==> config.mk <==
export PLATFORM = sky130hd
export DESIGN_NAME = prog_loader
export DESIGN_NICKNAME = d
export VERILOG_FILES = /design/src/rtl/prog_loader.sv
export SDC_FILE = /design/constraint.sdc
export NUM_CORES = 1
export LEC_CHECK = 0
export ABC_CLOCK_PERIOD_IN_PS = 2550
export BUFFER_PORTS_ARGS = -buffer_cell sky130_fd_sc_hd__buf_2
export CORE_MARGIN = 1.5
export CORE_UTILIZATION = 55
export CTS_CLUSTER_DIAMETER = 60
export DETAILED_ROUTE_END_ITERATION = 12
export HOLD_SLACK_MARGIN = 0.12
export PLACE_DENSITY_LB_ADDON = 0.15
export SETUP_SLACK_MARGIN = 0.3
export SLEW_MARGIN = 10
export SYNTH_ARGS = -nofsm -noshare
export SYNTH_HDL_FRONTEND = slang
export SYNTH_SLANG_ARGS = --single-unit
==> constraint.sdc <==
create_clock -name clk -period 2.55 [get_ports clk]
set_input_delay 0.3825 -clock clk [delete_from_list [all_inputs] [get_ports clk]]
set_output_delay 0.3825 -clock clk [all_outputs]
set_load 0.02 [all_outputs]
==> src/rtl/prog_loader.sv <==
// Byte-stream program loader: parses SYNC/LEN/payload/CSUM frames, writes the
// payload into instruction memory and releases the processor once the checksum matches.
module prog_loader #(
    parameter logic [7:0] SYNC      = 8'hA5,
    parameter int         MEM_DEPTH = 4096,
    parameter int         ADDR_W    = 12
) (
    input  logic              clk,
    input  logic              rst,
    input  logic              in_valid,
    input  logic [7:0]        in_byte,
    output logic              in_ready,
    output logic              mem_we,
    output logic [ADDR_W-1:0] mem_addr,
    output logic [7:0]        mem_wdata,
    output logic              busy,
    output logic              proc_run,
    output logic              err_len,
    output logic              err_csum
);

    typedef enum logic [2:0] {
        S_IDLE,
        S_LEN_HI,
        S_LEN_LO,
        S_DATA,
        S_CSUM,
        S_DONE,
        S_ERR
    } state_t;

    state_t              r_state;
    logic [7:0]          r_len_hi;
    logic [15:0]         r_len;
    logic [15:0]         r_cnt;
    logic [7:0]          r_sum;
    logic                r_mem_we;
    logic [ADDR_W-1:0]   r_mem_addr;
    logic [7:0]          r_mem_wdata;
    logic                r_busy;
    logic                r_proc_run;
    logic                r_err_len;
    logic                r_err_csum;

    logic [15:0]         w_len;
    logic [31:0]         w_len_ext;
    logic                w_len_bad;
    logic [15:0]         w_cnt_inc;
    logic                w_is_sync;

    assign w_len     = {r_len_hi, in_byte};
    assign w_len_ext = {16'd0, w_len};
    assign w_len_bad = (w_len == 16'd0) || (w_len_ext > 32'(MEM_DEPTH));
    assign w_cnt_inc = r_cnt + 16'd1;
    assign w_is_sync = (in_byte == SYNC);

    // The loader never stalls the source: every offered byte is consumed.
    assign in_ready  = 1'b1;
    assign mem_we    = r_mem_we;
    assign mem_addr  = r_mem_addr;
    assign mem_wdata = r_mem_wdata;
    assign busy      = r_busy;
    assign proc_run  = r_proc_run;
    assign err_len   = r_err_len;
    assign err_csum  = r_err_csum;

    always_ff @(posedge clk or posedge rst) begin
        if (rst) begin
            r_state     <= S_IDLE;
            r_len_hi    <= 8'd0;
            r_len       <= 16'd0;
            r_cnt       <= 16'd0;
            r_sum       <= 8'd0;
            r_mem_we    <= 1'b0;
            r_mem_addr  <= '0;
            r_mem_wdata <= 8'd0;
            r_busy      <= 1'b0;
            r_proc_run  <= 1'b0;
            r_err_len   <= 1'b0;
            r_err_csum  <= 1'b0;
        end else begin
            r_mem_we <= 1'b0;
            if (in_valid) begin
                case (r_state)
                    S_IDLE: begin
                        if (w_is_sync) begin
                            r_state <= S_LEN_HI;
                            r_busy  <= 1'b1;
                        end
                    end
                    S_LEN_HI: begin
                        r_len_hi <= in_byte;
                        r_state  <= S_LEN_LO;
                    end
                    S_LEN_LO: begin
                        if (w_len_bad) begin
                            r_state   <= S_ERR;
                            r_err_len <= 1'b1;
                            r_busy    <= 1'b0;
                        end else begin
                            r_len   <= w_len;
                            r_cnt   <= 16'd0;
                            r_sum   <= 8'd0;
                            r_state <= S_DATA;
                        end
                    end
                    S_DATA: begin
                        r_mem_we    <= 1'b1;
                        r_mem_addr  <= r_cnt[ADDR_W-1:0];
                        r_mem_wdata <= in_byte;
                        r_cnt       <= w_cnt_inc;
                        r_sum       <= r_sum + in_byte;
                        // Counter is 16 bits wide so LEN == MEM_DEPTH terminates before any wrap.
                        if (w_cnt_inc == r_len) begin
                            r_state <= S_CSUM;
                        end
                    end
                    S_CSUM: begin
                        r_busy <= 1'b0;
                        if (in_byte == r_sum) begin
                            r_state    <= S_DONE;
                            r_proc_run <= 1'b1;
                        end else begin
                            r_state    <= S_ERR;
                            r_err_csum <= 1'b1;
                        end
                    end
                    S_DONE, S_ERR: begin
                        if (w_is_sync) begin
                            r_state    <= S_LEN_HI;
                            r_busy     <= 1'b1;
                            r_proc_run <= 1'b0;
                            r_err_len  <= 1'b0;
                            r_err_csum <= 1'b0;
                        end
                    end
                    default: begin
                        r_state <= S_IDLE;
                        r_busy  <= 1'b0;
                    end
                endcase
            end
        end
    end

endmodule

==> key figures, run 1 <==
Status
  • Status: completed

GRT
  • Initial antenna violation count: 0
  • Vias in the first global route: 3156
  • GR Util met1: 32.8%
  • Global router's overall resource usage: about a quarter
  • Congestion Overflow GR: 0
  • Pin count of the biggest net entering global routing: 48
  • Met2 GRT Util: 43.7%
  • Top Usage Layer GRT: met2
  • M3 GR Usage: 3.42%
  • First-pass GRT wire length: 15200 um

Clock network
  • CTS clk-pin slew, worst paths: 0.08 ns
  • CTS tree: done
  • Clk_lat worst skew: 0.37 ns
  • CTS max path bufs: 2
  • CTS Sinks: 76
  • CTS Root Cell: clkbuf_8
  • H-tree depth: 3
  • TritonCTS Buffers: 9
  • Post-CTS Hold Fix Bufs: 0

Pwr
  • Clock share of power: 20.8%
  • Gate power share: about 42%
  • Net Sw Power: between 1.5 and 2 mW
  • Leakage Power: between 2 and 2.5 nW
  • Flop pwr share: 37.0%
  • Pint: 3.11 mW
  • Sw frac: 37.3%
  • Cell area power density: 1000 nW/um2
  • Maximum vdd drop: just over 0.0005 V

Placed design
  • Inst Count DP: ~570
  • DP Wirelength: 6670 um
  • Gpl congestion: 0.911
  • Cell Area, Placed: 4550 um2
  • Port bufs: 35
  • Dpl ws: ~0.076 ns

Yosys
  • Yosys reg bits: 76
  • EDFF count, synth: 0
  • Top-count cell post-synth: nand2_1
  • Most area-hungry cell type in the Yosys netlist: dfrtp_1
  • Syn. warnings: 0
  • Commonest cells post-synth: nand2_1 (83), dfrtp_1 (76), o21ai_0 (28)
  • Syn Nets: 443
  • Distinct cell type count after synthesis: 59
  • Most used DFF post-synth: dfrtp_1
  • Seq/Total Area, Yosys: between 40% and 50%
  • Cells after Synth: 423
  • Share of the synthesized area in the top cell type: a little under half
  • Synth top area cells: dfrtp_1 (46%), nand2_1 (7.6%), xnor2_1 (4.5%)
  • Synth Cell Area: a little over 4000 um2
  • Avg Synthesized Cell Area: 9.70 um2
  • FFs w/ async S/R, synth: 100%

Floorplan
  • Die Area: 7990 um2
  • Die Span Y: 89.4 um
  • Core box area: approximately 7300 um2
  • Top Ports: 37
  • Rows: 31
  • Starting Density: 56.6%
  • Die X: a little under 90 um

Timing
  • Count of final max-slew check failures: 0
  • Max_slew headroom: 55.0%
  • RSZ-0062 raised after global routing: true
  • Final worst-path cycle share: 92.8%
  • Worst slew pin tran: 0.673 ns
  • Highest clock rate: 423 MHz
  • Final min period: 2.37 ns
  • # setup viols final: 0
  • Post-route setup TNS: 0 ns
  • Skew final: 0.0133 ns
  • Fin. Hold Viols: 0
  • Post-route setup slack: 0.185 ns

Critical path
  • Worst reg2reg path endpoint: r_len[11]
  • Worst setup startpoint: r_len_hi[0]
  • Max FO, Critical Path: 8
  • Setup crit end: r_len[11]
  • Startpoint type of the worst setup path: flop
  • Worst EP required: 2.80 ns
  • Critical path class: reg2reg
  • Worst setup EP type: flop
  • R2R cell count: 6
  • Setup slack, reg-to-reg: 0.18 ns
  • CP arrival: between 2 and 3 ns
  • Reg-to-reg startpoint: r_len_hi[0]

Route
  • DRT Wirelength: between 9000 and 10000 um
  • Via count: 3400
  • Remaining antenna violation count: 0
  • Wire length per cell: 16.4 um
  • Drc violations: 0
  • DR pass1 iterations: 4
  • DRT iter0 DRCs: around 140
  • DR vias/cell: 5.74

Worst hold path
  • HP Class: in2async

Finish
  • Area added between synthesis and finish: 20.8%
  • Fillers: 603
  • Post-route insts no fill: between 500 and 600
  • Design area: between 4000 and 5000 um2
  • Layout cells sized above 1: 29.6%
  • Nets@finish: 508
  • Antenna cells: 0
  • Area used by multi-input combinational logic: 2110 um2
  • Storage element area: 1910 um2

Run
  • Max-cap violation count: 0
critical path, cell delays in order (launching register included):
cell,delay (ns)
dfrtp_1,0.38
or4_4,0.55
o31ai_4,0.22
nand3_2,0.11
or3b_4,0.41
bufbuf_16,0.28
mux2_4,0.30
registers in the layout, indices dropped and copies added (netlist names), 3 cells and up:
register,count
r_state,3
r_len_hi,8
mem_wdata,8
mem_addr,12
r_sum,8
r_len,16
r_cnt,16
timing repair:
action | CTS | global route
resized for setup | 8 | 13
pin swaps | 6 | 3
setup endpoints to repair | 41 | 36
buffers inserted | 7 | 2
cloned | 1 | 0
power groups by stage:
stage	registers (mW)	clock network, mW	logic [mW]
floorplan	1.90	0	1.34
global placement	1.84	0	1.87
detailed placement	1.86	0	1.94
CTS	1.83	1.04	2.05
global route	1.87	1.08	2.30
finish	1.83	1.03	2.09
logic make-up after synthesis:
kind of cell,Yosys count,synth area share [%]
and+or+nand+nor,163,18.3
buffers and inverters,32,4.33
AOI/OAI and AO/OA,90,14.9
DFF,76,46.3
other,1,0.0913
muxes,23,6.89
adders and majority gates,9,2.93
xor gates and xnor gates,29,6.19
per-stage QoR:
step,power [mW],util [%],hold WS (ns)
3_5_place_dp,3.80,62.8,0.458
3_3_place_gp,3.71,62.8,0.454
6_report,4.96,68.4,0.109
5_1_grt,5.26,68.4,0.170
2_1_floorplan,3.24,-,0.451
4_1_cts,4.92,67.3,0.121
area by class of cell:
class                      instances  area share [%]
sequential                        76            38.4
clock buffer                      11            2.65
clock inverter                     5            1.74
tap                               99            2.50
multi-input combinational        315            42.6
inverter                           8           0.757
timing repair buffer              78            11.3
layout by cell type (no fill, tap or decap), types with 2 or more instances in the layout:
master / Yosys / layout
a21o_1: 4 / 4
a21oi_1: 14 / 14
a22o_1: 4 / 4
a31oi_1: 2 / 2
and2_1: 6 / 6
and3_1: 5 / 5
buf_12: 1 / 3
buf_2: 2 / 35
buf_4: 1 / 39
bufinv_16: 0 / 2
clkbuf_1: 13 / 2
clkbuf_8: 0 / 9
clkinv_4: 0 / 3
clkinvlp_4: 0 / 2
dfrtp_1: 76 / 73
dfrtp_2: 0 / 3
ha_1: 8 / 7
inv_1: 8 / 6
mux2_2: 14 / 14
mux2_4: 7 / 7
mux2i_1: 2 / 2
nand2_1: 83 / 83
nand3_1: 6 / 3
nand3_2: 0 / 2
nand4_1: 5 / 5
nor2_1: 23 / 23
nor2b_1: 4 / 4
nor3_1: 12 / 9
nor3_2: 0 / 2
nor4_1: 5 / 4
o211ai_1: 5 / 5
o21ai_0: 28 / 28
o21ai_2: 7 / 7
o31ai_1: 10 / 10
or3_1: 2 / 2
or4_4: 2 / 5
xnor2_1: 21 / 21
xor2_1: 8 / 8
layer usage:
layer	routed length [um]	share of wire [%]
met5	0	0
met4	196	2.0
met1	4320	45
met3	312	3.2
met2	4870	50
worst min path at each step:
stage	startpoint	to	slack, ns	cells past startpoint
2_1_floorplan	r_sum[2]	r_sum[2]	0.45	2
6_report	rst	mem_wdata[0]	0.11	2
5_1_grt	rst	mem_wdata[7]	0.17	2
3_3_place_gp	mem_addr[8]	mem_addr[8]	0.45	2
3_5_place_dp	mem_addr[9]	mem_addr[9]	0.46	2
4_1_cts	rst	mem_we	0.12	2
(Power assumes the default switching activity.)
==> run 2, diff against run 1 <==
- CORE_UTILIZATION: 55 -> 60
==> run 2 against run 1 <==
  * Final cell count shrank 3.2%
  * Hold slack gained 0.18 ns
  * Core utilization grew 7.6 points
  * Critical path type unchanged
  * Critical endpoint is now r_len[4]
  * Largest cell class unchanged
  * Highest routed layer unchanged
==> key figures, run 2 (same netlist as run 1, synthesis figures left out) <==
Route
  • Via count: 3391 (-0.26%)
  • DR vias/cell: 5.92 (+3.0%)
  • Wire length per cell: 17.0 um (+3.7%)
  • DR pass1 iterations: 5 (+1)
  • DRT Wirelength: 9730 um (+0.37%)
  • Drc violations: 0 (unchanged)
  • Remaining antenna violation count: 0 (unchanged)
  • DRT iter0 DRCs: 224 (+61%)

Floorplan
  • Core box area: 6490 um2 (-10%)
  • Die Area: 7350 um2 (-8.1%)
  • Top Ports: 37 (unchanged)
  • Starting Density: 63.2% (+6.6 points)
  • Rows: 29 (-6.5%)
  • Die X: 85.7 um (-4.1%)
  • Die Span Y: 85.7 um (-4.1%)

Placed design
  • DP Wirelength: 6540 um (-1.9%)
  • Port bufs: 35 (unchanged)
  • Gpl congestion: 0.855 (-6.2%)
  • Cell Area, Placed: 4500 um2 (-1.2%)

Pwr
  • Cell area power density: 994 nW/um2 (-0.61%)
  • Maximum vdd drop: 0.000627 V (+24%)
  • Leakage Power: 2.35 nW (+0.40%)

Clock network
  • CTS Sinks: 76 (unchanged)
  • H-tree depth: 3 (unchanged)
  • CTS clk-pin slew, worst paths: 0.09 ns (about the same)
  • CTS max path bufs: 2 (unchanged)
  • Clk_lat worst skew: 0.37 ns (about the same)
  • CTS Root Cell: clkbuf_8
  • TritonCTS Buffers: 9 (unchanged)
  • CTS tree: done

Timing
  • Skew final: 0.00801 ns (-0.00530 ns)
  • Final worst-path cycle share: 90.6% (-2.2 points)
  • Fin. Hold Viols: 0 (unchanged)
  • Final min period: 2.31 ns (-0.0560 ns)
  • Max_slew headroom: 56.7% (+1.6 points)
  • # setup viols final: 0 (unchanged)
  • Count of final max-slew check failures: 0 (unchanged)
  • Post-route setup TNS: 0 ns (unchanged)
  • RSZ-0062 raised after global routing: true
  • Worst slew pin tran: 0.649 ns (-0.0246 ns)
  • Highest clock rate: 433 MHz (+2.4%)

Finish
  • Leading cell type in the layout, fill and taps excluded: nand2_1
  • Area added between synthesis and finish: 20.1%
  • Layout cells sized above 1: 30.8% (+1.2 points)
  • Design area: 4930 um2 (-0.56%)
  • Antenna cells: 0 (unchanged)
  • Nets@finish: 512 (+0.79%)
  • Fillers: 465 (-23%)
  • Most frequent cells in the layout: nand2_1 (83), dfrtp_1 (71), buf_4 (42), buf_2 (35), o21ai_0 (27)

Worst hold path
  • HP Class: in2reg
  • Hold path start: in_byte[6]

Critical path
  • Slowest cell on the critical path: or4_4
  • Critical path class: reg2reg
  • Reg-to-reg startpoint: r_len_hi[0]
  • Max incr delay on CP: 0.54 ns (about the same)
  • Max FO, Critical Path: 8 (unchanged)
  • Startpoint type of the worst setup path: flop
  • Worst EP required: 2.80 ns (about the same)
  • CP arrival: 2.56 ns (-0.06 ns)
  • Worst setup startpoint: r_len_hi[0]
  • Worst setup EP type: flop
  • CP Cell Sequence: or4_4, o31ai_4, nand3_2, or3b_4, buf_12, mux2_4

Status
  • Status: completed

GRT
  • Congestion Overflow GR: 0 (unchanged)
  • Global router's overall resource usage: 28.2% (+2.5 points)
  • Vias in the first global route: 3170 (+0.44%)
  • Pin count of the biggest net entering global routing: 45 (-6.3%)
  • First-pass GRT wire length: 16000 um (+4.9%)
  • Initial antenna violation count: 0 (unchanged)

Run
  • Max-cap violation count: 0 (unchanged)
## run 2: stage by stage
| stage | hold slack, ns | cells | worst slack (ns) | power, mW | utilization [%] |
|---|---|---|---|---|---|
| global route | 0.297 | 573 | 0.178 | 5.19 | 75.9 |
| CTS | 0.277 | 567 | 0.246 | 4.84 | 74.3 |
| global placement | 0.452 | 542 | 0.129 | 3.70 | 69.3 |
| detailed placement | 0.459 | 542 | 0.100 | 3.77 | 69.3 |
| finish | 0.285 | 573 | 0.241 | 4.90 | 75.9 |
| floorplan | 0.451 | 423 | 0.217 | 3.24 | - |
## run 2: critical path, delay by kind of cell (launching register included)
| kind | cells | cell delay (ns) |
|---|---|---|
| and+or+nand+nor | 3 | 1.10 |
| DFF | 1 | 0.41 |
| muxes | 1 | 0.29 |
| AOI/OAI and AO/OA | 1 | 0.22 |
| buffers and inverters | 1 | 0.16 |
## run 2: metal layers
layer	GRT usage (%)	up-vias	routed length, um
li1	-	1619	-
met1	39.5	1655	4520
met2	44.7	101	4650
met3	5.68	16	430
met4	8.65	0	133
met5	0	-	0
## run 2: cell type report
class	instances	area (um2)	share of cell area (%)
well taps	77	96.3	1.95
inverters	8	33.8	0.685
repair buffers	82	579	11.7
multi-input cells	315	2120	43.0
flip-flops and latches	76	1910	38.7
clock buffers	9	124	2.51
clock inverters	6	70.1	1.42
## run 2: worst paths after layout
| check | endpoint | slack (ns) | cells past startpoint |
|---|---|---|---|
| max | r_len[4] | 0.24 | 6 |
| min | mem_wdata[6] | 0.28 | 3 |
| max reg2reg | r_len[4] | 0.24 | 6 |
| min reg2reg | mem_addr[6] | 0.47 | 2 |
| max in group asynchronous | r_cnt[6] | 1.29 | 4 |
| min in group asynchronous | r_cnt[13] | 0.66 | 3 |
## run 2: timing repair
item / CTS / global route
gates cloned: 1 / 0
hold buffers: 1 / 0
hold endpoints to repair: 27 / 0
setup buffers: 8 / 6
endpoints found under the setup margin: 40 / 39
pin swaps: 8 / 6
gates resized for setup: 11 / 15
## run 2: report_power, final
part           switching, mW  internal [mW]
clock network          0.495          0.457
registers              0.301           1.56
logic                   1.10          0.985
total                   1.90           3.00
==> run 3, diff against run 2 <==
- ABC_CLOCK_PERIOD_IN_PS: 2550 -> 2120
- CORE_UTILIZATION: 60 -> 54
- clock period: 2.55 -> 2.12 ns (I/O delays scaled with it)
==> run 3 against run 2 <==
  * The run now ends with setup timing left
  * Routed wire length is 3.5% higher
  * Global-route usage decreased by 2.3 points
  * Clock power up 20%
  * Critical path depth up 1
  * Largest cell class unchanged
==> key figures, run 3 (same netlist as run 1, synthesis figures left out) <==
Status
  • Status: finished, violations left
  • Failing checks: setup timing

Timing
  • Skew final: 0.0107 ns (+0.00266 ns)
  • Final min period: 2.35 ns (+0.0438 ns)
  • Final worst-path cycle share: 111% (+20 points)
  • Fin. Hold Viols: 0 (unchanged)
  • Highest clock rate: 425 MHz (-1.9%)
  • Count of final max-slew check failures: 0 (unchanged)
  • # setup viols final: 42 (+42)
  • RSZ-0062 raised after global routing: true
  • Post-route setup slack: -0.233 ns (-0.474 ns)

Pwr
  • Maximum vdd drop: 0.000713 V (+14%)
  • Gate power share: 45.1% (+2.5 points)
  • Net Sw Power: 2.36 mW (+24%)
  • Cell area power density: 1160 nW/um2 (+16%)
  • Flop pwr share: 36.2% (-1.8 points)
  • Leakage Power: 2.52 nW (+7.2%)
  • Clock share of power: 18.7% (-0.7 points)
  • Final Power: 6.12 mW (+25%)
  • Sw frac: 38.5% (-0.23 points)
  • Pint: 3.76 mW (+25%)

Clock network
  • H-tree depth: 3 (unchanged)
  • CTS clk-pin slew, worst paths: 0.09 ns (about the same)
  • CTS Root Cell: clkbuf_8
  • CTS tree: done
  • Clk_lat worst skew: 0.36 ns (about the same)
  • TritonCTS Buffers: 9 (unchanged)
  • CTS max path bufs: 2 (unchanged)
  • CTS Sinks: 76 (unchanged)

Placed design
  • Inst Count DP: 600 (+11%)
  • Dpl ws: -0.289 ns (-0.390 ns)
  • DP Wirelength: 7060 um (+8.0%)
  • Port bufs: 35 (unchanged)
  • Gpl congestion: 0.876 (+2.5%)

Route
  • DR vias/cell: 5.62 (-5.0%)
  • DR pass1 iterations: 4 (-1)
  • DRT iter0 DRCs: 147 (-34%)
  • Via count: 3508 (+3.5%)
  • Remaining antenna violation count: 0 (unchanged)
  • DRT Wirelength: 10100 um (+3.5%)
  • Drc violations: 0 (unchanged)
  • Wire length per cell: 16.1 um (-5.0%)

Floorplan
  • Rows: 31 (+6.9%)
  • Die Area: 8130 um2 (+11%)
  • Die Span Y: 90.2 um (+5.2%)
  • Core box area: 7290 um2 (+12%)
  • Starting Density: 56.3% (-6.9 points)
  • Top Ports: 37 (unchanged)
  • Die X: 90.2 um (+5.2%)

Run
  • Max-cap violation count: 0 (unchanged)

GRT
  • Pin count of the biggest net entering global routing: 48 (+6.7%)
  • Vias in the first global route: 3489 (+10%)
  • Congestion Overflow GR: 0 (unchanged)
  • First-pass GRT wire length: 16700 um (+4.3%)
  • Initial antenna violation count: 0 (unchanged)
  • Global router's overall resource usage: 25.9% (-2.3 points)

Critical path
  • Setup crit end: r_len[0]
  • Critical path class: reg2reg
  • Setup slack, reg-to-reg: -0.23 ns (-0.47 ns)
  • Worst reg2reg path endpoint: r_len[0]
  • Reg-to-reg startpoint: r_len_hi[0]
  • Startpoint type of the worst setup path: flop
  • Worst setup startpoint: r_len_hi[0]
  • R2R cell count: 7 (+1)
  • Max FO, Critical Path: 8 (unchanged)
  • Worst setup EP type: flop
  • Worst EP required: 2.37 ns (-0.43 ns)
  • CP arrival: 2.60 ns (+0.04 ns)

Worst hold path
  • HP Class: in2reg

Finish
  • Nets@finish: 540 (+5.5%)
  • Antenna cells: 0 (unchanged)
  • Most frequent cells in the layout: nand2_1 (83), dfrtp_1 (75), buf_4 (67), buf_2 (35), o21ai_0 (28)
  • Fillers: 548 (+18%)
  • Area added between synthesis and finish: 28.9%
  • Leading cell type in the layout, fill and taps excluded: nand2_1
  • Layout cells sized above 1: 35.8% (+5.0 points)
  • Post-route insts no fill: 624 (+8.9%)
  • Final Core Density: 72.6% (-3.3 points)
-- run 3: worst min-delay path by stage --
stage                     from      endpoint  slack [ns]  cells after the start
finish                in_valid      r_cnt[1]        0.31                      3
CTS                 in_byte[6]  mem_wdata[6]        0.29                      4
detailed placement         rst  mem_wdata[2]        0.28                      2
floorplan           in_byte[0]  mem_wdata[0]        0.42                      2
global placement           rst  mem_wdata[2]        0.27                      2
global route          in_valid      r_cnt[1]        0.32                      3
-- run 3: stage by stage --
| step | setup TNS, ns | area [um2] | hold slack [ns] |
|---|---|---|---|
| 6_report | -4.72 | 5290 | 0.309 |
| 5_1_grt | -8.92 | 5290 | 0.317 |
| 4_1_cts | -4.37 | 5180 | 0.294 |
| 3_5_place_dp | -10.15 | 4840 | 0.281 |
| 3_3_place_gp | -8.94 | 4840 | 0.268 |
| 2_1_floorplan | -4.10 | 4180 | 0.423 |
-- run 3: power by group through the flow --
stage	logic, mW	clock network [mW]	registers (mW)
after detailed placement	2.55	0	2.22
after floorplan	1.64	0	2.29
after global routing	3.02	1.22	2.26
after global placement	2.47	0	2.20
after CTS	2.66	1.15	2.20
final	2.76	1.14	2.22
-- run 3: timing repair --
item                       CTS  global route
gates resized for setup     17            17
hold endpoints to repair     9             0
buffers inserted             4             2
gates cloned                 1             0
setup endpoints to repair   45            47
hold buffers                 1             0
pin swaps                   11             7
-- run 3: layout make-up --
type,count,area (um2),area share (%)
Multi-Input combinational cell,315,2230,42.1
Tap cell,99,124,2.34
Sequential cell,76,1900,36.0
Clock inverter,6,72.6,1.37
Timing Repair Buffer,110,806,15.2
Clock buffer,10,128,2.41
Inverter,8,33.8,0.638
-- run 3: critical path, stage by stage, from the launching register on --
cell     delay [ns]
dfrtp_1        0.39
or4_4          0.57
o31ai_4        0.21
nand3_2        0.10
or3b_4         0.39
buf_4          0.15
buf_12         0.13
mux2_4         0.29
-- run 3: per-layer routing --
metal / GRT usage (%) / wire length (um)
met5: 0 / 0
met4: 8.47 / 216
met3: 5.16 / 337
met2: 44.7 / 4980
met1: 32.6 / 4540
